===== src/rtl/dcache_arbiter_if.sv =====
// Requester/cache bundle for dcache_arbiter; arbiter takes the slave modport,
// the requester/cache side (or a bench) takes the master modport.
interface dcache_arbiter_if #(
  parameter int NUM_REQ   = 2,
  parameter int ADDR_SIZE = 32,
  parameter int DATA_SIZE = 32
);
  logic [NUM_REQ-1:0]           i_req;
  logic [NUM_REQ-1:0]           i_req_write;
  logic [NUM_REQ*ADDR_SIZE-1:0] i_addr;
  logic [NUM_REQ*DATA_SIZE-1:0] i_wdata;
  logic [NUM_REQ*2-1:0]         i_sop;
  logic [NUM_REQ*3-1:0]         i_ldop;
  logic [NUM_REQ-1:0]           o_gnt;
  logic [NUM_REQ-1:0]           o_done;
  logic [DATA_SIZE-1:0]         o_rdata;
  logic                         o_c_req;
  logic                         o_c_req_write;
  logic [ADDR_SIZE-1:0]         o_c_addr;
  logic [DATA_SIZE-1:0]         o_c_store_data;
  logic [1:0]                   o_c_sop;
  logic [2:0]                   o_c_ldop;
  logic                         i_c_ready;
  logic                         i_c_data_valid;
  logic [DATA_SIZE-1:0]         i_c_data;

  modport slave (
    input  i_req, i_req_write, i_addr, i_wdata, i_sop, i_ldop,
    input  i_c_ready, i_c_data_valid, i_c_data,
    output o_gnt, o_done, o_rdata,
    output o_c_req, o_c_req_write, o_c_addr, o_c_store_data, o_c_sop, o_c_ldop
  );

  modport master (
    output i_req, i_req_write, i_addr, i_wdata, i_sop, i_ldop,
    output i_c_ready, i_c_data_valid, i_c_data,
    input  o_gnt, o_done, o_rdata,
    input  o_c_req, o_c_req_write, o_c_addr, o_c_store_data, o_c_sop, o_c_ldop
  );
endinterface


===== src/rtl/dcache_arbiter.sv =====
// Shares one data_cache request port among NUM_REQ requesters, one transaction at a time.
// Round-robin by default; define DCARB_FIXED_PRIO_EN for fixed priority (lowest index wins).
module dcache_arbiter #(
  parameter int NUM_REQ   = 2,
  parameter int ADDR_SIZE = 32,
  parameter int DATA_SIZE = 32
) (
  input logic              i_aclk,
  input logic              i_areset,
  dcache_arbiter_if.slave  bus
);

  localparam int IDXW = (NUM_REQ > 1) ? $clog2(NUM_REQ) : 1;

  typedef enum logic [1:0] {IDLE, ISSUE, WAIT} state_t;

  state_t                 state_q, state_d;
  logic                   take, finish;
  logic [IDXW-1:0]        rr_ptr_q, win_q, win_sel;
  logic                   found;
  logic                   sel_write;
  logic [ADDR_SIZE-1:0]   sel_addr;
  logic [DATA_SIZE-1:0]   sel_wdata;
  logic [1:0]             sel_sop;
  logic [2:0]             sel_ldop;
  logic                   wr_q;
  logic [ADDR_SIZE-1:0]   addr_q;
  logic [DATA_SIZE-1:0]   wdata_q;
  logic [1:0]             sop_q;
  logic [2:0]             ldop_q;
  logic [DATA_SIZE-1:0]   rdata_q;
  logic [NUM_REQ-1:0]     done_q;
  logic [NUM_REQ-1:0]     win_onehot;
  logic [NUM_REQ-1:0]     gnt;

  // Scan requesters starting at rr_ptr_q and wrapping; the first hit wins.
  always_comb begin
    int unsigned k;
    k         = 0;
    found     = 1'b0;
    win_sel   = '0;
    sel_write = 1'b0;
    sel_addr  = '0;
    sel_wdata = '0;
    sel_sop   = '0;
    sel_ldop  = '0;
    for (int unsigned off = 0; off < NUM_REQ; off++) begin
      k = 32'(rr_ptr_q) + off;
      if (k >= NUM_REQ) k = k - NUM_REQ;
      if (!found && bus.i_req[k]) begin
        found     = 1'b1;
        win_sel   = IDXW'(k);
        sel_write = bus.i_req_write[k];
        sel_addr  = bus.i_addr[k*ADDR_SIZE +: ADDR_SIZE];
        sel_wdata = bus.i_wdata[k*DATA_SIZE +: DATA_SIZE];
        sel_sop   = bus.i_sop[k*2 +: 2];
        sel_ldop  = bus.i_ldop[k*3 +: 3];
      end
    end
  end

  always_ff @(posedge i_aclk or posedge i_areset) begin
    if (i_areset) state_q <= IDLE;
    else          state_q <= state_d;
  end

  always_comb begin
    state_d = state_q;
    take    = 1'b0;
    finish  = 1'b0;
    case (state_q)
      IDLE: begin
        if (found && bus.i_c_ready) begin
          take    = 1'b1;
          state_d = ISSUE;
        end
      end
      ISSUE: state_d = WAIT;
      WAIT: begin
        // Stores finish on cache ready, loads on returned data.
        if (wr_q ? bus.i_c_ready : bus.i_c_data_valid) begin
          finish  = 1'b1;
          state_d = IDLE;
        end
      end
      default: state_d = IDLE;
    endcase
  end

  always_comb begin
    win_onehot = '0;
    for (int unsigned i = 0; i < NUM_REQ; i++) begin
      win_onehot[i] = (32'(win_q) == i);
    end
    gnt = (state_q != IDLE) ? win_onehot : '0;
  end

  always_ff @(posedge i_aclk or posedge i_areset) begin
    if (i_areset) begin
      rr_ptr_q <= '0;
      win_q    <= '0;
      wr_q     <= 1'b0;
      addr_q   <= '0;
      wdata_q  <= '0;
      sop_q    <= '0;
      ldop_q   <= '0;
      rdata_q  <= '0;
      done_q   <= '0;
    end else begin
      done_q <= '0;
      if (take) begin
        win_q   <= win_sel;
        wr_q    <= sel_write;
        addr_q  <= sel_addr;
        wdata_q <= sel_wdata;
        sop_q   <= sel_sop;
        ldop_q  <= sel_ldop;
      end
      if (finish) begin
        done_q <= win_onehot;
        if (!wr_q) rdata_q <= bus.i_c_data;
`ifdef DCARB_FIXED_PRIO_EN
        rr_ptr_q <= '0;
`else
        rr_ptr_q <= (win_q == IDXW'(NUM_REQ - 1)) ? '0 : win_q + 1'b1;
`endif
      end
    end
  end

  assign bus.o_gnt          = gnt;
  assign bus.o_done         = done_q;
  assign bus.o_rdata        = rdata_q;
  assign bus.o_c_req        = (state_q == ISSUE);
  assign bus.o_c_req_write  = wr_q;
  assign bus.o_c_addr       = addr_q;
  assign bus.o_c_store_data = wdata_q;
  assign bus.o_c_sop        = sop_q;
  assign bus.o_c_ldop       = ldop_q;

endmodule

===== src/flat_wrapper.sv =====
// flat-port wrapper written by rule: the top's interface ports become plain ports
module dcache_arbiter_flat 
#(
  parameter int NUM_REQ   = 2,
  parameter int ADDR_SIZE = 32,
  parameter int DATA_SIZE = 32
)
  (i_aclk, i_areset, bus_i_req, bus_i_req_write, bus_i_addr, bus_i_wdata, bus_i_sop, bus_i_ldop, bus_i_c_ready, bus_i_c_data_valid, bus_i_c_data, bus_o_gnt, bus_o_done, bus_o_rdata, bus_o_c_req, bus_o_c_req_write, bus_o_c_addr, bus_o_c_store_data, bus_o_c_sop, bus_o_c_ldop);
  dcache_arbiter_if #(.NUM_REQ(NUM_REQ), .ADDR_SIZE(ADDR_SIZE), .DATA_SIZE(DATA_SIZE)) bus_i ();
  input logic i_aclk;
  input logic i_areset;
  input wire logic [$bits(bus_i.i_req)-1:0] bus_i_req;
  input wire logic [$bits(bus_i.i_req_write)-1:0] bus_i_req_write;
  input wire logic [$bits(bus_i.i_addr)-1:0] bus_i_addr;
  input wire logic [$bits(bus_i.i_wdata)-1:0] bus_i_wdata;
  input wire logic [$bits(bus_i.i_sop)-1:0] bus_i_sop;
  input wire logic [$bits(bus_i.i_ldop)-1:0] bus_i_ldop;
  input wire logic [$bits(bus_i.i_c_ready)-1:0] bus_i_c_ready;
  input wire logic [$bits(bus_i.i_c_data_valid)-1:0] bus_i_c_data_valid;
  input wire logic [$bits(bus_i.i_c_data)-1:0] bus_i_c_data;
  output wire logic [$bits(bus_i.o_gnt)-1:0] bus_o_gnt;
  output wire logic [$bits(bus_i.o_done)-1:0] bus_o_done;
  output wire logic [$bits(bus_i.o_rdata)-1:0] bus_o_rdata;
  output wire logic [$bits(bus_i.o_c_req)-1:0] bus_o_c_req;
  output wire logic [$bits(bus_i.o_c_req_write)-1:0] bus_o_c_req_write;
  output wire logic [$bits(bus_i.o_c_addr)-1:0] bus_o_c_addr;
  output wire logic [$bits(bus_i.o_c_store_data)-1:0] bus_o_c_store_data;
  output wire logic [$bits(bus_i.o_c_sop)-1:0] bus_o_c_sop;
  output wire logic [$bits(bus_i.o_c_ldop)-1:0] bus_o_c_ldop;
  assign bus_i.i_req = bus_i_req;
  assign bus_i.i_req_write = bus_i_req_write;
  assign bus_i.i_addr = bus_i_addr;
  assign bus_i.i_wdata = bus_i_wdata;
  assign bus_i.i_sop = bus_i_sop;
  assign bus_i.i_ldop = bus_i_ldop;
  assign bus_i.i_c_ready = bus_i_c_ready;
  assign bus_i.i_c_data_valid = bus_i_c_data_valid;
  assign bus_i.i_c_data = bus_i_c_data;
  assign bus_o_gnt = bus_i.o_gnt;
  assign bus_o_done = bus_i.o_done;
  assign bus_o_rdata = bus_i.o_rdata;
  assign bus_o_c_req = bus_i.o_c_req;
  assign bus_o_c_req_write = bus_i.o_c_req_write;
  assign bus_o_c_addr = bus_i.o_c_addr;
  assign bus_o_c_store_data = bus_i.o_c_store_data;
  assign bus_o_c_sop = bus_i.o_c_sop;
  assign bus_o_c_ldop = bus_i.o_c_ldop;
  dcache_arbiter #(.NUM_REQ(NUM_REQ), .ADDR_SIZE(ADDR_SIZE), .DATA_SIZE(DATA_SIZE)) u_core (.i_aclk(i_aclk), .i_areset(i_areset), .bus(bus_i));
endmodule

===== config.mk =====
export PLATFORM = sky130hd
export DESIGN_NAME = dcache_arbiter_flat
export DESIGN_NICKNAME = d
export VERILOG_FILES = /design/src/rtl/dcache_arbiter_if.sv /design/src/rtl/dcache_arbiter.sv /design/src/flat_wrapper.sv
export SDC_FILE = /design/constraint.sdc
export NUM_CORES = 1
export LEC_CHECK = 0
export CORE_AREA = 8 8 119 121
export DETAILED_ROUTE_END_ITERATION = 10
export DIE_AREA = 0 0 127 129
export PLACE_DENSITY = 0.95
export SETUP_SLACK_MARGIN = 0.05
export SLEW_MARGIN = 20
export SYNTH_ARGS = -nofsm -noshare
export SYNTH_HDL_FRONTEND = slang
export SYNTH_SLANG_ARGS = --single-unit

===== constraint.sdc =====
create_clock -name i_aclk -period 9.5 [get_ports i_aclk]
set_input_delay 2.375 -clock i_aclk [delete_from_list [all_inputs] [get_ports i_aclk]]
set_output_delay 2.375 -clock i_aclk [all_outputs]
set_load 0.05 [all_outputs]

==> results.py, run 1 <==
metrics = {
    "outcome": {
        "outcome": "finished clean",
    },
    "setup_path": {
        "path_max_fanout": 73,
        "crit_path_end_kind": "flop",
        "r2r_start": "u_core.rr_ptr_q",
        "worstPathRequired_ps": 9710,
        "cp-startpoint": "bus_i_req[1]",
        "max_stage_delay_ps": 530,
        "crit_chain": "buf_2 -> buf_4 -> o211ai_4 -> buf_16 -> buf_4 -> mux2_2",
        "slowest_stage": "o211ai_4",
        "cp_top_family": "buffers and inverters",
        "path_buf_inv": 4,
        "cp_common_cell": "buf_4",
        "critPathLaunchType": "primary input",
        "worstPathArrival_ps": 4520,
        "crit_type": "primary input to flop",
    },
    "power_and_ir_drop": {
        "power.leakage_nw": 3.33,
        "power_mw": 2.97,
        "peakVddDrop_mv": 0.179,
        "power.density_nw_per_um2": 364,
    },
    "yosys": {
        "avgSynthCellArea_sq_um": 14.8,
        "synth_seq_cells": 108,
        "syn_inst": 333,
        "yosysSeqAreaShare": 0.547,
        "yosys.cell_types.count": 20,
        "ys.warnings.count": 0,
        "syn-cell-area_sq_um": 4940,
        "synth_nets": 511,
    },
    "worst_hold_path": {
        "hp-start": "u_core.bus.o_c_addr[5]",
        "hp-class": "flop to flop",
    },
    "floorplan": {
        "start_util": 0.401,
        "die_h_um": 129,
        "rows": 41,
        "die_w_um": 127,
        "io_pins": 285,
        "coreArea_sq_um": 12300,
        "dieArea_sq_um": 16400,
    },
    "place": {
        "post-dp-hpwl_mm": 12.7,
        "gp_congestion": 0.808,
        "portBuffers": 284,
    },
    "detailed_routing": {
        "routed_wl_mm": 16.5,
        "drt_iter0_markers": 241,
        "vias_per_cell": 5.38,
        "drc": 0,
        "routedWlPerCell_um": 21.9,
        "vias": 4069,
        "ant_nets": 0,
        "drt_pass1_iterations": 5,
    },
    "global_routing": {
        "grt_pass1_vias": 4491,
        "grt_first_pass_wirelength_mm": 24.9,
        "grt_max_degree": 85,
        "track_usage": 0.194,
        "antenna_found_initial": 0,
        "overflow": 0,
    },
    "clock_tree": {
        "clk_pin_slew_ps": 70,
        "cts_buffer_depth": 2,
        "cts_root_buf": "clkbuf_16",
        "tritoncts": "built",
        "clk_latency_ps": 340,
        "hold_buffers": 0,
        "htreeDepth": 3,
        "cts_buffers": 9,
        "numClockSinks": 108,
        "cts_resized": 0,
        "cts_setup_buffers": 0,
    },
    "timing": {
        "slew_violations": 0,
        "finalCriticalPeriod_ps": 4310,
        "period_share": 0.454,
        "maxSlewHeadroom": 0.454,
        "finalSetupViolations": 0,
        "fmax_ghz": 0.232,
        "finClkSkew_ps": 6.95,
        "worst_slew_pin_slew_ps": 820,
        "rsz0062_at_grt": "no",
        "finalHoldViolations": 0,
        "tns_ps": 0,
    },
    "job": {
        "drv_cap": 0,
    },
    "finish": {
        "final_nets": 780,
        "drive_above_1_share": 0.221,
        "n_fill_cell": 893,
        "post-route-util": 0.664,
        "diodes": 0,
        "area_growth_pct": 65.4,
    },
}
worst register-to-register path: stages, from the launching register on:
cell and delay, ps:
dfrtp_1 420, nand2b_2 530, buf_4 440, a32o_1 360, mux2_2 260
metal layers:
layer,share of wire,vias to the layer above,global-route usage
li1,-,1841,-
met1,0.37,1986,0.209
met2,0.53,211,0.342
met3,0.081,31,0.0679
met4,0.024,0,0.0812
met5,0,-,0
worst paths after layout:
| path | to | slack [ps] | depth (start not counted) |
|---|---|---|---|
| max | u_core.bus.o_c_addr[24] | 5190 | 6 |
| min | u_core.bus.o_c_addr[5] | 510 | 1 |
| max reg2reg | u_core.bus.o_c_addr[0] | 7390 | 4 |
| min reg2reg | u_core.bus.o_c_addr[5] | 510 | 1 |
| max in group asynchronous | u_core.bus.o_rdata[6] | 6080 | 3 |
| min in group asynchronous | u_core.bus.o_rdata[18] | 2360 | 2 |
per-stage QoR:
step / cell area, sq um / hold slack, ps / setup WS [ps] / instances
6_report: 8170 / 505 / 5190 / 756
5_1_grt: 8170 / 517 / 5100 / 756
4_1_cts: 8140 / 508 / 4880 / 755
3_5_place_dp: 7800 / 494 / 4540 / 740
3_3_place_gp: 7800 / 487 / 4630 / 740
2_1_floorplan: 4940 / 477 / 4280 / 333
layout by cell type, fill, tap and decap left out, types with 2 or more instances in the layout:
master / count
a32o_1: 70
and2_1: 2
buf_4: 5
bufinv_16: 3
clkbuf_16: 9
clkdlybuf4s50_1: 283
clkinv_2: 2
dfrtp_1: 108
inv_1: 2
mux2_2: 104
nor2_1: 2
nor2b_1: 2
sequential cells by signal, summed over array words and instances (netlist names), 2 cells and up:
| name | flops |
|---|---|
| u_core.bus.o_c_addr | 32 |
| u_core.bus.o_c_ldop | 3 |
| u_core.bus.o_c_sop | 2 |
| u_core.bus.o_c_store_data | 32 |
| u_core.bus.o_done | 2 |
| u_core.bus.o_rdata | 32 |
| u_core.state_q | 2 |
synthesized netlist by cell type, drive strengths merged:
master	number	area (sq um)
inv	3	11.3
and2	2	12.5
nor2	3	13.8
a21boi	1	11.3
nand2	1	3.75
nor3b	1	18.8
nor2b	2	12.5
a32o	70	701
nand2b	2	20.0
buf	26	195
o21bai	1	7.51
dfrtp	108	2700
o211ai	1	21.3
mux2	104	1170
mux2i	1	10.0
clkbuf	7	26.3
area by class of cell:
class	instances	area [sq um]	share of cell area
clock buffers	10	239	0.0292
clock inverters	5	100	0.0123
inverters	3	13.8	0.00168
multi-input cells	189	2010	0.246
flip-flops and latches	108	2700	0.331
well taps	150	188	0.0230
repair buffers	291	2910	0.357
report_power, final:
part	total, mW	internal [mW]	switching [mW]
Clock	0.420	0.262	0.157
Sequential	0.794	0.676	0.118
Combinational	1.76	0.671	1.09
Total	2.97	1.61	1.36
cell families after synthesis:
family                 share of synthesized area
buffers and inverters                     0.0471
flip-flops                                 0.547
multiplexers                               0.239
AO/OA/AOI/OAI                              0.150
AND/OR/NAND/NOR                           0.0165
Note: power is estimated with default switching activity, not from simulation.
==> inputs of run 2 (changes only) <==
--- a/config.mk
+++ b/config.mk
@@ -5,10 +5,10 @@
 export SDC_FILE = /design/constraint.sdc
 export NUM_CORES = 1
 export LEC_CHECK = 0
-export CORE_AREA = 8 8 119 121
+export CORE_AREA = 8 8 124 126
 export DETAILED_ROUTE_END_ITERATION = 10
-export DIE_AREA = 0 0 127 129
-export PLACE_DENSITY = 0.95
+export DIE_AREA = 0 0 132 134
+export PLACE_DENSITY = 0.91
 export SETUP_SLACK_MARGIN = 0.05
 export SLEW_MARGIN = 20
 export SYNTH_ARGS = -nofsm -noshare
==> constraint.sdc (replaced) <==
create_clock -name i_aclk -period 4.5 [get_ports i_aclk]
set_input_delay 1.125 -clock i_aclk [delete_from_list [all_inputs] [get_ports i_aclk]]
set_output_delay 1.125 -clock i_aclk [all_outputs]
set_load 0.05 [all_outputs]
==> run 2 against run 1 <==
First-iteration DRC count down 21%. Clock skew is 1.6 ps higher. Hold slack worse by 1.5 ps. Wire length is 3.5% higher. Core utilization down 6.2 points. Register-to-register slack worse by 5000 ps. Power rose by 110%.
==> results.py, run 2 (synthesized netlist as in run 1, its figures left out) <==
metrics = {
    "outcome": {
        "outcome": "finished clean",
    },
    "worst_hold_path": {
        "hp-start": "u_core.bus.o_rdata[12]",
        "hp-class": "flop to flop",
    },
    "clock_tree": {
        "cts_resized": 0,
        "cts_setup_buffers": 0,
        "cts_root_buf": "clkbuf_16",
        "clk_latency_ps": 350,
        "tritoncts": "built",
        "numClockSinks": 108,
        "cts_buffer_depth": 2,
        "cts_buffers": 9,
        "htreeDepth": 3,
        "hold_buffers": 0,
        "clk_pin_slew_ps": 70,
    },
    "power_and_ir_drop": {
        "swShare": 0.473,
        "power.leakage_nw": 3.28,
        "power.density_nw_per_um2": 752,
        "clkPwrFrac": 0.119,
        "power.net_switching_mw": 2.89,
        "internal_power_mw": 3.22,
        "peakVddDrop_mv": 0.350,
        "pwr-share-comb": 0.605,
        "pwr-share-seq": 0.277,
    },
    "timing": {
        "finalHoldViolations": 0,
        "rsz0062_at_grt": "no",
        "finalCriticalPeriod_ps": 2950,
        "hold_slack_ps": 504,
        "fmax_ghz": 0.339,
        "tns_ps": 0,
        "finClkSkew_ps": 8.56,
        "worst_slew_pin_slew_ps": 801,
        "finalSetupViolations": 0,
        "period_share": 0.656,
        "maxSlewHeadroom": 0.466,
        "slew_violations": 0,
    },
    "place": {
        "portBuffers": 284,
        "post-dp-hpwl_mm": 13.0,
        "gp_congestion": 0.777,
    },
    "finish": {
        "n_fill_cell": 1061,
        "drive_above_1_share": 0.218,
        "diodes": 0,
        "seq_area_sq_um": 2700,
        "final_common_cell": "clkdlybuf4s50_1",
        "multiInputGateArea_sq_um": 2010,
        "post-route-util": 0.602,
        "final_nets": 781,
        "area_growth_pct": 64.5,
        "layout_common_cells": "clkdlybuf4s50_1, dfrtp_1, mux2_2, a32o_1, clkbuf_16",
    },
    "global_routing": {
        "grt_first_pass_wirelength_mm": 26.5,
        "antenna_found_initial": 0,
        "grt_pass1_vias": 4662,
        "track_usage": 0.189,
        "grt_max_degree": 71,
        "overflow": 0,
    },
    "detailed_routing": {
        "routed_wl_mm": 17.1,
        "drt_pass1_iterations": 4,
        "drt_iter0_markers": 190,
        "vias": 4089,
        "routedWlPerCell_um": 21.8,
        "vias_per_cell": 5.20,
        "ant_nets": 0,
        "drc": 0,
    },
    "setup_path": {
        "crit_path_end_kind": "flop",
        "r2r_start": "u_core.rr_ptr_q",
        "cp-startpoint": "bus_i_req[0]",
        "worstPathArrival_ps": 3180,
        "crit_type": "primary input to flop",
        "worstPathRequired_ps": 4730,
        "path_max_fanout": 40,
        "critPathLaunchType": "primary input",
    },
    "job": {
        "drv_cap": 0,
    },
    "floorplan": {
        "rows": 43,
        "die_w_um": 132,
        "die_h_um": 134,
        "dieArea_sq_um": 17700,
        "start_util": 0.366,
        "coreArea_sq_um": 13500,
        "io_pins": 285,
    },
}
==> run 2: power by group through the flow <==
stage | registers (mW) | logic [mW] | clock network [mW]
after floorplan | 3.22 | 0.894 | 0
after global placement | 1.66 | 3.65 | 0
final | 1.69 | 3.70 | 0.725
after CTS | 1.69 | 3.73 | 0.742
after detailed placement | 1.71 | 3.72 | 0
after global routing | 1.74 | 3.84 | 0.776
==> run 2: path summary, 6_finish.rpt <==
kind                                            endpoint  depth (start not counted)  slack (ps)
setup / recovery           u_core.bus.o_c_store_data[30]                          5        1550
hold / removal                    u_core.bus.o_rdata[12]                          1         500
setup reg to reg           u_core.bus.o_c_store_data[30]                          4        2420
hold reg to reg                   u_core.bus.o_rdata[12]                          1         500
max in group asynchronous  u_core.bus.o_c_store_data[26]                          3        2530
min in group asynchronous           u_core.bus.o_done[0]                          2        1230
==> run 2: cell type report <==
cell class                      instances  area share
Clock buffer                           12      0.0303
Clock inverter                          2     0.00154
Inverter                                3     0.00169
Multi-Input combinational cell        189       0.248
Sequential cell                       108       0.333
Tap cell                              180      0.0277
Timing Repair Buffer                  292       0.358
==> run 2: worst max-delay path, stage by stage <==
cell and delay, ps:
clkdlybuf4s50_1 600, nand2b_2 420, buf_4 430, a32o_1 320
mux2_2 270
==> run 2: per-layer routing <==
metal / track usage / vias to the layer above / part of all wire
li1: - / 1839 / -
met5: 0 / - / 0
met2: 0.335 / 200 / 0.52
met4: 0.0849 / 0 / 0.025
met1: 0.207 / 2023 / 0.38
met3: 0.0516 / 27 / 0.070
==> run 2: per-stage QoR <==
step / power (mW) / setup WS, ps / cells / cell area [sq um]
2_1_floorplan: 4.11 / 529 / 333 / 4940
3_3_place_gp: 5.31 / 1260 / 772 / 7870
3_5_place_dp: 5.43 / 1180 / 772 / 7870
4_1_cts: 6.16 / 1540 / 786 / 8120
5_1_grt: 6.36 / 1470 / 786 / 8120
6_report: 6.11 / 1550 / 786 / 8120
==> inputs of run 3 (changes only) <==
==> constraint.sdc (replaced) <==
create_clock -name i_aclk -period 2.95 [get_ports i_aclk]
set_input_delay 0.7375 -clock i_aclk [delete_from_list [all_inputs] [get_ports i_aclk]]
set_output_delay 0.7375 -clock i_aclk [all_outputs]
set_load 0.05 [all_outputs]
==> run 3 against run 2 <==
Setup slack got worse by 1200 ps. Hold slack barely moved. Count of clock-buffer cells in the layout is 1 lower. Power is 53% higher. Combinational power up 54%. Non-clock buffer count stayed put. Cell count increased by 0.13%. Sequential cell count stayed put. Wire length shrank 1.4%. Via count shrank 0.51%. Sequential power grew 52%. Critical endpoint is now bus_o_gnt[0]. Largest cell class unchanged. Largest power group unchanged.
==> results.py, run 3 (synthesized netlist as in run 1, its figures left out) <==
metrics = {
    "outcome": {
        "outcome": "finished clean",
    },
    "setup_path": {
        "cp-startpoint": "u_core.state_q[1]",
        "crit_path_end_kind": "primary output",
        "crit_chain": "nor2_2 -> nor2_1 -> clkdlybuf4s50_1",
        "crit_type": "flop to primary output",
        "max_stage_delay_ps": 820,
        "cp_top_family": "buffers and inverters",
        "slowest_stage": "clkdlybuf4s50_1",
        "worstPathArrival_ps": 1820,
        "path_max_fanout": 3,
        "worstPathRequired_ps": 2210,
        "path_buf_inv": 1,
        "r2r_start": "u_core.rr_ptr_q",
        "critPathLaunchType": "flop",
    },
    "timing": {
        "finalCriticalPeriod_ps": 2560,
        "maxSlewHeadroom": 0.454,
        "tns_ps": 0,
        "fmax_ghz": 0.391,
        "finalSetupViolations": 0,
        "rsz0062_at_grt": "no",
        "fin_ws_ps": 395,
        "worst_slew_pin_slew_ps": 818,
        "slew_violations": 0,
        "finalHoldViolations": 0,
        "finClkSkew_ps": 7.86,
        "period_share": 0.866,
    },
    "global_routing": {
        "antenna_found_initial": 0,
        "grt_max_degree": 109,
        "track_usage": 0.187,
        "grt_pass1_vias": 4564,
        "overflow": 0,
        "grt_first_pass_wirelength_mm": 26.1,
    },
    "power_and_ir_drop": {
        "power.leakage_nw": 3.30,
        "pwr-share-seq": 0.275,
        "clkPwrFrac": 0.116,
        "power.net_switching_mw": 4.41,
        "power.density_nw_per_um2": 1140,
        "swShare": 0.473,
        "pwr-share-comb": 0.609,
        "internal_power_mw": 4.92,
        "peakVddDrop_mv": 0.542,
    },
    "floorplan": {
        "dieArea_sq_um": 17700,
        "start_util": 0.366,
        "rows": 43,
        "die_h_um": 134,
        "die_w_um": 132,
        "io_pins": 285,
        "coreArea_sq_um": 13500,
    },
    "detailed_routing": {
        "routed_wl_mm": 16.9,
        "routedWlPerCell_um": 21.4,
        "drc": 0,
        "vias": 4068,
        "vias_per_cell": 5.17,
        "drt_pass1_iterations": 5,
        "ant_nets": 0,
        "drt_iter0_markers": 220,
    },
    "clock_tree": {
        "cts_root_buf": "clkbuf_16",
        "clk_latency_ps": 350,
        "tritoncts": "built",
        "cts_resized": 0,
        "clk_pin_slew_ps": 70,
        "hold_buffers": 0,
        "numClockSinks": 108,
        "cts_setup_buffers": 0,
        "cts_buffers": 9,
        "cts_buffer_depth": 2,
        "htreeDepth": 3,
    },
    "finish": {
        "diodes": 0,
        "layout_common_cells": "clkdlybuf4s50_1, dfrtp_1, mux2_2, a32o_1, clkbuf_16",
        "n_fill_cell": 1076,
        "stdcell_count": 787,
        "drive_above_1_share": 0.219,
        "final_common_cell": "clkdlybuf4s50_1",
        "area_growth_pct": 65.4,
        "final_nets": 781,
    },
    "place": {
        "post-place-ws_ps": -155,
        "dp.cells": 771,
        "portBuffers": 284,
        "gp_congestion": 0.747,
        "post-dp-hpwl_mm": 12.7,
    },
    "worst_hold_path": {
        "hp-start": "u_core.bus.o_c_addr[24]",
        "hp-class": "flop to flop",
    },
    "job": {
        "drv_cap": 0,
    },
}
run 3: cell types whose count changed in the layout (fill, tap and decap cells not counted), sizes merged:
cell	delta
clkinvlp	+1
clkinv	+1
clkbuf	-1
run 3: worst paths after layout:
path / endpoint / slack, ps / depth (start not counted)
worst max-delay path: bus_o_gnt[0] / 390 / 3
worst max register to register: u_core.bus.o_c_store_data[3] / 1020 / 5
max in group asynchronous: u_core.bus.o_c_store_data[14] / 1580 / 3
worst min-delay path: u_core.bus.o_c_addr[24] / 500 / 1
min in group asynchronous: u_core.bus.o_rdata[10] / 880 / 3
worst min register to register: u_core.bus.o_c_addr[24] / 500 / 1
run 3: metrics by stage:
stage	power, mW	area [sq um]	hold slack, ps	utilization
6_report	9.34	8170	504	0.605
5_1_grt	9.72	8170	513	0.605
4_1_cts	9.41	8140	507	0.603
3_5_place_dp	8.29	7880	491	0.584
3_3_place_gp	8.14	7880	488	0.584
2_1_floorplan	6.27	4940	477	-
run 3: final cells by class:
type | instances | area, sq um | area share
Clock buffer | 11 | 233 | 0.0285
Clock inverter | 4 | 26.3 | 0.00322
Inverter | 3 | 15.0 | 0.00184
Multi-Input combinational cell | 189 | 2010 | 0.246
Sequential cell | 108 | 2700 | 0.331
Tap cell | 180 | 225 | 0.0276
Timing Repair Buffer | 292 | 2960 | 0.362
run 3: per-layer routing:
metal | up-vias | wire length, um | track usage
met1 | 2034 | 6340 | 0.197
li1 | 1837 | - | -
met4 | 0 | 458 | 0.0798
met2 | 173 | 9010 | 0.345
met3 | 24 | 1060 | 0.0479
met5 | - | 0 | 0
run 3: power groups by stage:
stage               registers, mW  clock network (mW)  logic, mW
floorplan                    4.91                   0       1.36
global placement             2.53                   0       5.61
detailed placement           2.58                   0       5.71
CTS                          2.57                1.13       5.72
global route                 2.65                1.18       5.88
finish                       2.57                1.09       5.68
